**config.mk**
```make
export PLATFORM = sky130hd
export DESIGN_NAME = memory_stage
export DESIGN_NICKNAME = d
export VERILOG_FILES = /design/src/rtl/rv32i_pkg.sv /design/src/rtl/mem_watchdog.sv /design/src/rtl/memory_stage.sv
export SDC_FILE = /design/constraint.sdc
export NUM_CORES = 1
export LEC_CHECK = 0
export BUFFER_PORTS_ARGS = -buffer_cell sky130_fd_sc_hd__buf_4
export CAP_MARGIN = 0
export CELL_PAD_IN_SITES_DETAIL_PLACEMENT = 0
export CELL_PAD_IN_SITES_GLOBAL_PLACEMENT = 1
export CORE_ASPECT_RATIO = 0.5
export CORE_UTILIZATION = 29
export DETAILED_ROUTE_END_ITERATION = 8
export PLACE_DENSITY_LB_ADDON = 0.1
export SYNTH_ARGS = -nofsm -noshare
export SYNTH_HDL_FRONTEND = slang
export SYNTH_HIERARCHICAL = 1
export SYNTH_SLANG_ARGS = --single-unit
```
**constraint.sdc**
```tcl
create_clock -name clk -period 5.8 [get_ports clk]
set_input_delay 0 -clock clk [delete_from_list [all_inputs] [get_ports clk]]
set_output_delay 0 -clock clk [all_outputs]
set_load 0.02 [all_outputs]
```
**src/rtl/rv32i_pkg.sv**
```systemverilog
// rtl/rv32i_pkg.sv - shared rv32i datapath width and memory-stage FSM state type
package rv32i_pkg;

  localparam int DPW = 32;

  typedef enum logic {
    IDLE = 1'b0,
    RESP = 1'b1
  } mem_state_t;

endpackage

```
**src/rtl/mem_watchdog.sv**
```systemverilog
// rtl/mem_watchdog.sv - consecutive stalled-cycle counter; expires at LIMIT-1 (used under MEM_TIMEOUT_EN)
module mem_watchdog #(
  parameter int LIMIT = 16
) (
  input  logic clk,
  input  logic rst,
  input  logic clr,
  input  logic en,
  output logic expire
);

  logic [7:0] count;

  assign expire = en && (count == 8'(LIMIT - 1));

  always_ff @(posedge clk or posedge rst) begin
    if (rst) begin
      count <= 8'd0;
    end else if (clr || expire) begin
      count <= 8'd0;
    end else if (en) begin
      count <= count + 8'd1;
    end
  end

endmodule

```
**src/rtl/memory_stage.sv**
```systemverilog
// rtl/memory_stage.sv - rv32i M stage: dmem req/gnt/rvalid handshake, stall, W registers; MEM_TIMEOUT_EN adds abort
module memory_stage
  import rv32i_pkg::*;
#(
  parameter int DPW            = rv32i_pkg::DPW,
  parameter int TIMEOUT_CYCLES = 16
) (
  input  logic           clk,
  input  logic           rst,
  input  logic           regwriteM,
  input  logic           resultsrcM,
  input  logic           memwriteM,
  input  logic [DPW-1:0] aluresultM,
  input  logic [DPW-1:0] Rd2M,
  input  logic [4:0]     RdM,
  output logic           stall_o,
  output logic           dmem_req_o,
  output logic           dmem_we_o,
  output logic [DPW-1:0] dmem_addr_o,
  output logic [DPW-1:0] dmem_wdata_o,
  input  logic           dmem_gnt_i,
  input  logic           dmem_rvalid_i,
  input  logic [DPW-1:0] dmem_rdata_i,
  output logic           regwriteW,
  output logic           resultsrcW,
  output logic [DPW-1:0] aluresultW,
  output logic [DPW-1:0] readdataW,
  output logic [4:0]     RdW,
  output logic           mem_err_o
);

  if (TIMEOUT_CYCLES < 2 || TIMEOUT_CYCLES > 255) begin : g_bad_timeout
    $error("memory_stage: TIMEOUT_CYCLES must be in 2..255");
  end

  mem_state_t state, state_next;
  logic access, req, complete, stall_raw, abort, load_done;

  assign access       = memwriteM || resultsrcM;
  assign dmem_we_o    = memwriteM;
  assign dmem_addr_o  = aluresultM;
  assign dmem_wdata_o = Rd2M;

  always_comb begin
    state_next = state;
    req        = 1'b0;
    complete   = 1'b0;
    unique case (state)
      IDLE: begin
        if (access) begin
          req = 1'b1;
          if (memwriteM) begin
            complete = dmem_gnt_i;
          end else if (dmem_gnt_i) begin
            if (dmem_rvalid_i) complete = 1'b1;
            else               state_next = RESP;
          end
        end
      end
      RESP: begin
        if (dmem_rvalid_i) begin
          complete   = 1'b1;
          state_next = IDLE;
        end
      end
      default: state_next = IDLE;
    endcase
    if (abort) state_next = IDLE;
  end

  assign stall_raw  = ((state == RESP) || access) && !complete;
  assign load_done  = complete && ((state == RESP) || !memwriteM);
  // Reset gates the combinational outputs so nothing is requested while held in reset.
  assign stall_o    = stall_raw && !abort && !rst;
  assign dmem_req_o = req && !rst;

`ifdef MEM_TIMEOUT_EN
  mem_watchdog #(.LIMIT(TIMEOUT_CYCLES)) u_watchdog (
    .clk    (clk),
    .rst    (rst),
    .clr    (!stall_raw),
    .en     (stall_raw),
    .expire (abort)
  );

  always_ff @(posedge clk or posedge rst) begin
    if (rst) mem_err_o <= 1'b0;
    else     mem_err_o <= abort;
  end
`else
  assign abort     = 1'b0;
  assign mem_err_o = 1'b0;
`endif

  always_ff @(posedge clk or posedge rst) begin
    if (rst) begin
      state <= IDLE;
    end else begin
      state <= state_next;
    end
  end

  // Stalled cycles write a bubble; the completing cycle writes the instruction once.
  always_ff @(posedge clk or posedge rst) begin
    if (rst) begin
      regwriteW  <= 1'b0;
      resultsrcW <= 1'b0;
      aluresultW <= '0;
      readdataW  <= '0;
      RdW        <= 5'd0;
    end else if (stall_o) begin
      regwriteW  <= 1'b0;
      resultsrcW <= 1'b0;
      aluresultW <= aluresultM;
      RdW        <= 5'd0;
    end else if (abort) begin
      regwriteW  <= 1'b0;
      resultsrcW <= resultsrcM;
      aluresultW <= aluresultM;
      readdataW  <= '0;
      RdW        <= RdM;
    end else begin
      regwriteW  <= regwriteM;
      resultsrcW <= resultsrcM;
      aluresultW <= aluresultM;
      RdW        <= RdM;
      if (load_done) readdataW <= dmem_rdata_i;
    end
  end

endmodule

```
Word level (Yosys, flattened, before mapping)
Cells that the tools add are included. Widths: inputs -> output; s select.

Bitwise logic cells: 2. Muxes and demuxes: 15. Reductions and logical operators: 11.

Operator list (count): $mux 1 (12); $mux 5 (1); $logic_and 1x1->1 (4); $pmux 1 s2 (2); $logic_not 1->1 (3); $logic_or 1x1->1 (3); $not 1->1 (2); $reduce_and 2->1 (1).

Flip-flop bits (word level): 72. Input bits: 108.

Depth between registers and ports, before layout
Depth after elaboration: 10. Gate-level depth with buffers: 4.

Worst setup path before layout
OpenSTA, ideal clock, no wires.

Kind: register -> register. From: reg state. To: reg readdataW[10]. Arrival: 1133 ps. Slack: 4542 ps. Clock period less this slack: 1258 ps. Setup time: 125 ps. Cell stages (with the launch flop): 4. Path buffers: 1. Required time: 5675 ps. Cell sequence: dfrtp_1 > o21ai_4 > buf_6 > mux2_2.

Longest elaborated chain between the ends: 7. Elaborated cells on any way between the ends: 10. Those cells by class: mux (1); bitwise (2); reduce/logical (7).

Ends and longest elaborated chain: start, declared (RTL line memory_stage.sv:36) `mem_state_t state, state_next;`; start signal, assigned (RTL line memory_stage.sv:99) `state <= state_next;`; $not 1->1; $pmux 1 s2 (RTL line memory_stage.sv:48) `unique case (state)`; $logic_not 1->1 (RTL line memory_stage.sv:71) `assign stall_raw = ((state == RESP) || access) && !complete;`; $logic_and 1x1->1 (RTL line memory_stage.sv:71); $logic_and 1x1->1 (RTL line memory_stage.sv:74) `assign stall_o = stall_raw && !abort && !rst;`; $not 1->1 (no source line); $reduce_and 2->1 (no source line) *; end signal, assigned (RTL line memory_stage.sv:127) `if (load_done) readdataW <= dmem_rdata_i;`; end, declared (RTL line memory_stage.sv:27) `output logic [DPW-1:0] readdataW,`.

Every way passes the cells marked *; elsewhere a longest branch is shown, timed or not. A chain may end at the register's enable or synchronous reset.

Final worst setup path
From: in resultsrcM. To: reg readdataW[29].

Longest elaborated chain between the ends: 8. Elaborated cells on any way between the ends: 10. Those cells by class: mux (2); bitwise (1); reduce/logical (7).

Ends and longest elaborated chain: start, declared (RTL line memory_stage.sv:11) `input logic resultsrcM,`; $logic_or 1x1->1 * (RTL line memory_stage.sv:39) `assign access = memwriteM || resultsrcM;`; $mux 1 (RTL line memory_stage.sv:50) `if (access) begin`; $pmux 1 s2 (RTL line memory_stage.sv:48); $logic_not 1->1 (RTL line memory_stage.sv:71); $logic_and 1x1->1 (RTL line memory_stage.sv:71); $logic_and 1x1->1 (RTL line memory_stage.sv:74); $not 1->1 (no source line); $reduce_and 2->1 (no source line) *.

Marks and branches as above.

==> impl_metrics.env <==
export IMPL_status="finished, violations left"
export IMPL_violations="negative hold slack"
export IMPL_core_um2=9450
export IMPL_rsz0062_at_grt="no"
export IMPL_numClockSinks=72
export IMPL_min_path_type="in2async"
export IMPL_synth_top_area_share_pct=63.7
export IMPL_avgRoutedWirePerCell_um=13.9
export IMPL_path_clk_slew_ns=0.05
export IMPL_crit_family="compound AO/OA/AOI/OAI gates"
export IMPL_dp_hpwl_mm=5.17
export IMPL_slowest_delay_ns=0.76
export IMPL_grt_max_degree=73
export IMPL_holdWs_ns=-0.0179
export IMPL_ys_ff_latch=72
export IMPL_worstPathMaxFanout=32
export IMPL_yosysSeqAreaShare_pct=63.7
export IMPL_ioPinCount=247
export IMPL_syn_inst=193
export IMPL_track_usage_pct=14.5
export IMPL_cp_num_buf_inv=2
export IMPL_area_delta_synth_final_pct=70.1
export IMPL_yosysWarnings=6
export IMPL_drv_cap=0
export IMPL_fmax_mhz=535
export IMPL_nNetsFinal=497
export IMPL_max_slew_worst_pin_slew_ns=0.986
export IMPL_p_per_area_nw_per_um2=312
export IMPL_drtIter0Drc=38
export IMPL_synthDistinctLibCells=17
export IMPL_multi_input_comb_area_um2=492
export IMPL_finalCriticalPeriod_ns=1.87
export IMPL_initial_core_util_pct=29.9
export IMPL_portBuffers=181
export IMPL_slew_headroom_pct=34.0
export IMPL_synthArstFlopShare_pct=100
export IMPL_yosys_area_top_type="dfrtp_1"
export IMPL_design_die_area_um2=10200
export IMPL_fillCellCount=835
export IMPL_finalSetupViolCount=0
export IMPL_num_rows=25
export IMPL_cpMaxStageDelayCell="o21ai_4"
export IMPL_clockBufferDepth=2
export IMPL_dr_pass1_iters=4
export IMPL_antenna_found_initial=0
export IMPL_synth_area_um2=2830
export IMPL_synth_edff_count=0
export IMPL_cp_required_ns=6.00
export IMPL_htreeDepth=3
export IMPL_antenna_cells=0
export IMPL_die_w_um=142
export IMPL_cts_buffers_inserted=9
export IMPL_first_global_vias=2189
export IMPL_post_route_util_pct=50.9
export IMPL_ff_latch_area_um2=1800
export IMPL_slew_viol_final=0
export IMPL_globalplace_congestion=0.681
export IMPL_ir_worst_vdd_v=0.000130
export IMPL_clock_tree_root_cell="clkbuf_16"
export IMPL_clk_latency_ns=0.32
export IMPL_tns_ns=0
export IMPL_skew_ns=0.00299
export IMPL_drive_gt1_share_pct=57.7
export IMPL_grt_pass1_wl_mm=11.0
export IMPL_vias_per_cell=3.88
export IMPL_drtAntennaViolNets=0
export IMPL_path_cells="dlygate4sd3_1 -> buf_4 -> and3b_1 -> o21ai_4 -> mux2_2"
export IMPL_syn_avg_cell_area_um2=14.6
export IMPL_finalCritPeriodShare_pct=32.2
export IMPL_syn_num_nets=301
export IMPL_via_count=2047
export IMPL_final_hold_viol_count=36
export IMPL_routed_wl_mm=7.31
export IMPL_criticalPathCategory="in2reg"
export IMPL_die_h_um=71.8
export IMPL_synth_main_ff_cell="dfrtp_1"
export IMPL_synthTopCellsByArea="dfrtp_1, buf_4, mux2_2"
export IMPL_arrival_ns=2.07
export IMPL_overflow=0
export IMPL_worstSetupStartpointType="primary input"
export IMPL_crit_path_end_kind="register"
export IMPL_drc=0
export IMPL_cts_tree="done"
export IMPL_power_leakage_nw=2.35
[power breakdown]
part / internal (mW) / total [mW] / switching (mW)
Combinational: 0.215 / 0.412 / 0.197
Clock: 0.296 / 0.478 / 0.182
Sequential: 0.575 / 0.610 / 0.0345
[final timing paths]
kind	start	end	slack (ns)	depth (start not counted)
min reg2reg	readdataW[7]	readdataW[7]	0.50	1
min in group clk	Rd2M[29]	dmem_wdata_o[29]	0	0
max reg2reg	state	readdataW[29]	3.99	2
max in group asynchronous	rst	aluresultW[5]	5.25	3
min	rst	state	-0.02	3
max	resultsrcM	readdataW[29]	3.93	5
[cell usage after synthesis (2+ instances only)]
| cell type | instances |
|---|---|
| nor2_1 | 3 |
| mux2_1 | 2 |
| buf_6 | 3 |
| dfrtp_1 | 72 |
| buf_4 | 66 |
| mux2_2 | 30 |
| a21boi_0 | 7 |
[cells by family (layout without fill, tap and decap cells)]
group                  after synthesis  after routing  synth area share (%)
AOI/OAI and AO/OA                   10             10                  2.97
buffers and inverters               70            269                  18.9
DFF                                 72             72                  63.7
muxes                               32             32                  12.7
other                                1              1                 0.133
and+or+nand+nor                      8              8                  1.55
[repair_timing]
action | 4_1_cts | 5_1_grt
hold buffers | 72 | 0
buffers inserted | 0 | 0
resized for setup | 0 | 0
endpoints found under the hold margin | 72 | 0
[worst reg2reg max path, delay by kind of cell (launching register included)]
family / cells / cell delay [ns]
mux: 1 / 0.44
compound gates: 1 / 0.80
flops: 1 / 0.44
[metal layers]
layer	vias to the layer above	track usage [%]	part of all wire, %	wire [um]
met5	-	0	0	0
met4	0	6.81	1.2	87
met3	13	5.41	7.3	537
met2	99	27.8	57	4180
met1	985	14.0	34	2510
li1	950	-	-	-
[per-stage QoR]
stage / setup WS, ns / cells / hold WS [ns] / cell area (um2) / power, mW
floorplan: 3.98 / 193 / 0.0314 / 2830 / 0.844
global placement: 4.01 / 441 / 0.000236 / 3830 / 0.987
detailed placement: 3.96 / 441 / 0.000236 / 3830 / 0.995
CTS: 3.89 / 527 / 0.000236 / 4810 / 1.53
global route: 3.80 / 527 / 0.0000427 / 4810 / 1.58
finish: 3.93 / 527 / -0.0179 / 4810 / 1.50
[state kept, by name (all words and copies together), names as in the netlist]
signal,count
regwriteW,1
aluresultW,32
state,1
resultsrcW,1
RdW,5
readdataW,32
[cells in the final DEF, fill, tap and decap left out, types with 2 or more instances in the layout]
cell type,instances
a21boi_0,7
buf_4,182
clkbuf_1,3
clkbuf_16,9
dfrtp_1,72
dlygate4sd3_1,72
mux2_1,2
mux2_2,30
nor2_1,3
[layout make-up]
class | instances | share of cell area [%]
clock inverters | 1 | 0.104
well taps | 135 | 3.51
clock buffers | 13 | 5.20
multi-input cells | 51 | 10.2
repair buffers | 254 | 43.4
inverters | 1 | 0.0781
flip-flops and latches | 72 | 37.5
No activity file was read; power rests on OpenSTA's default activity.
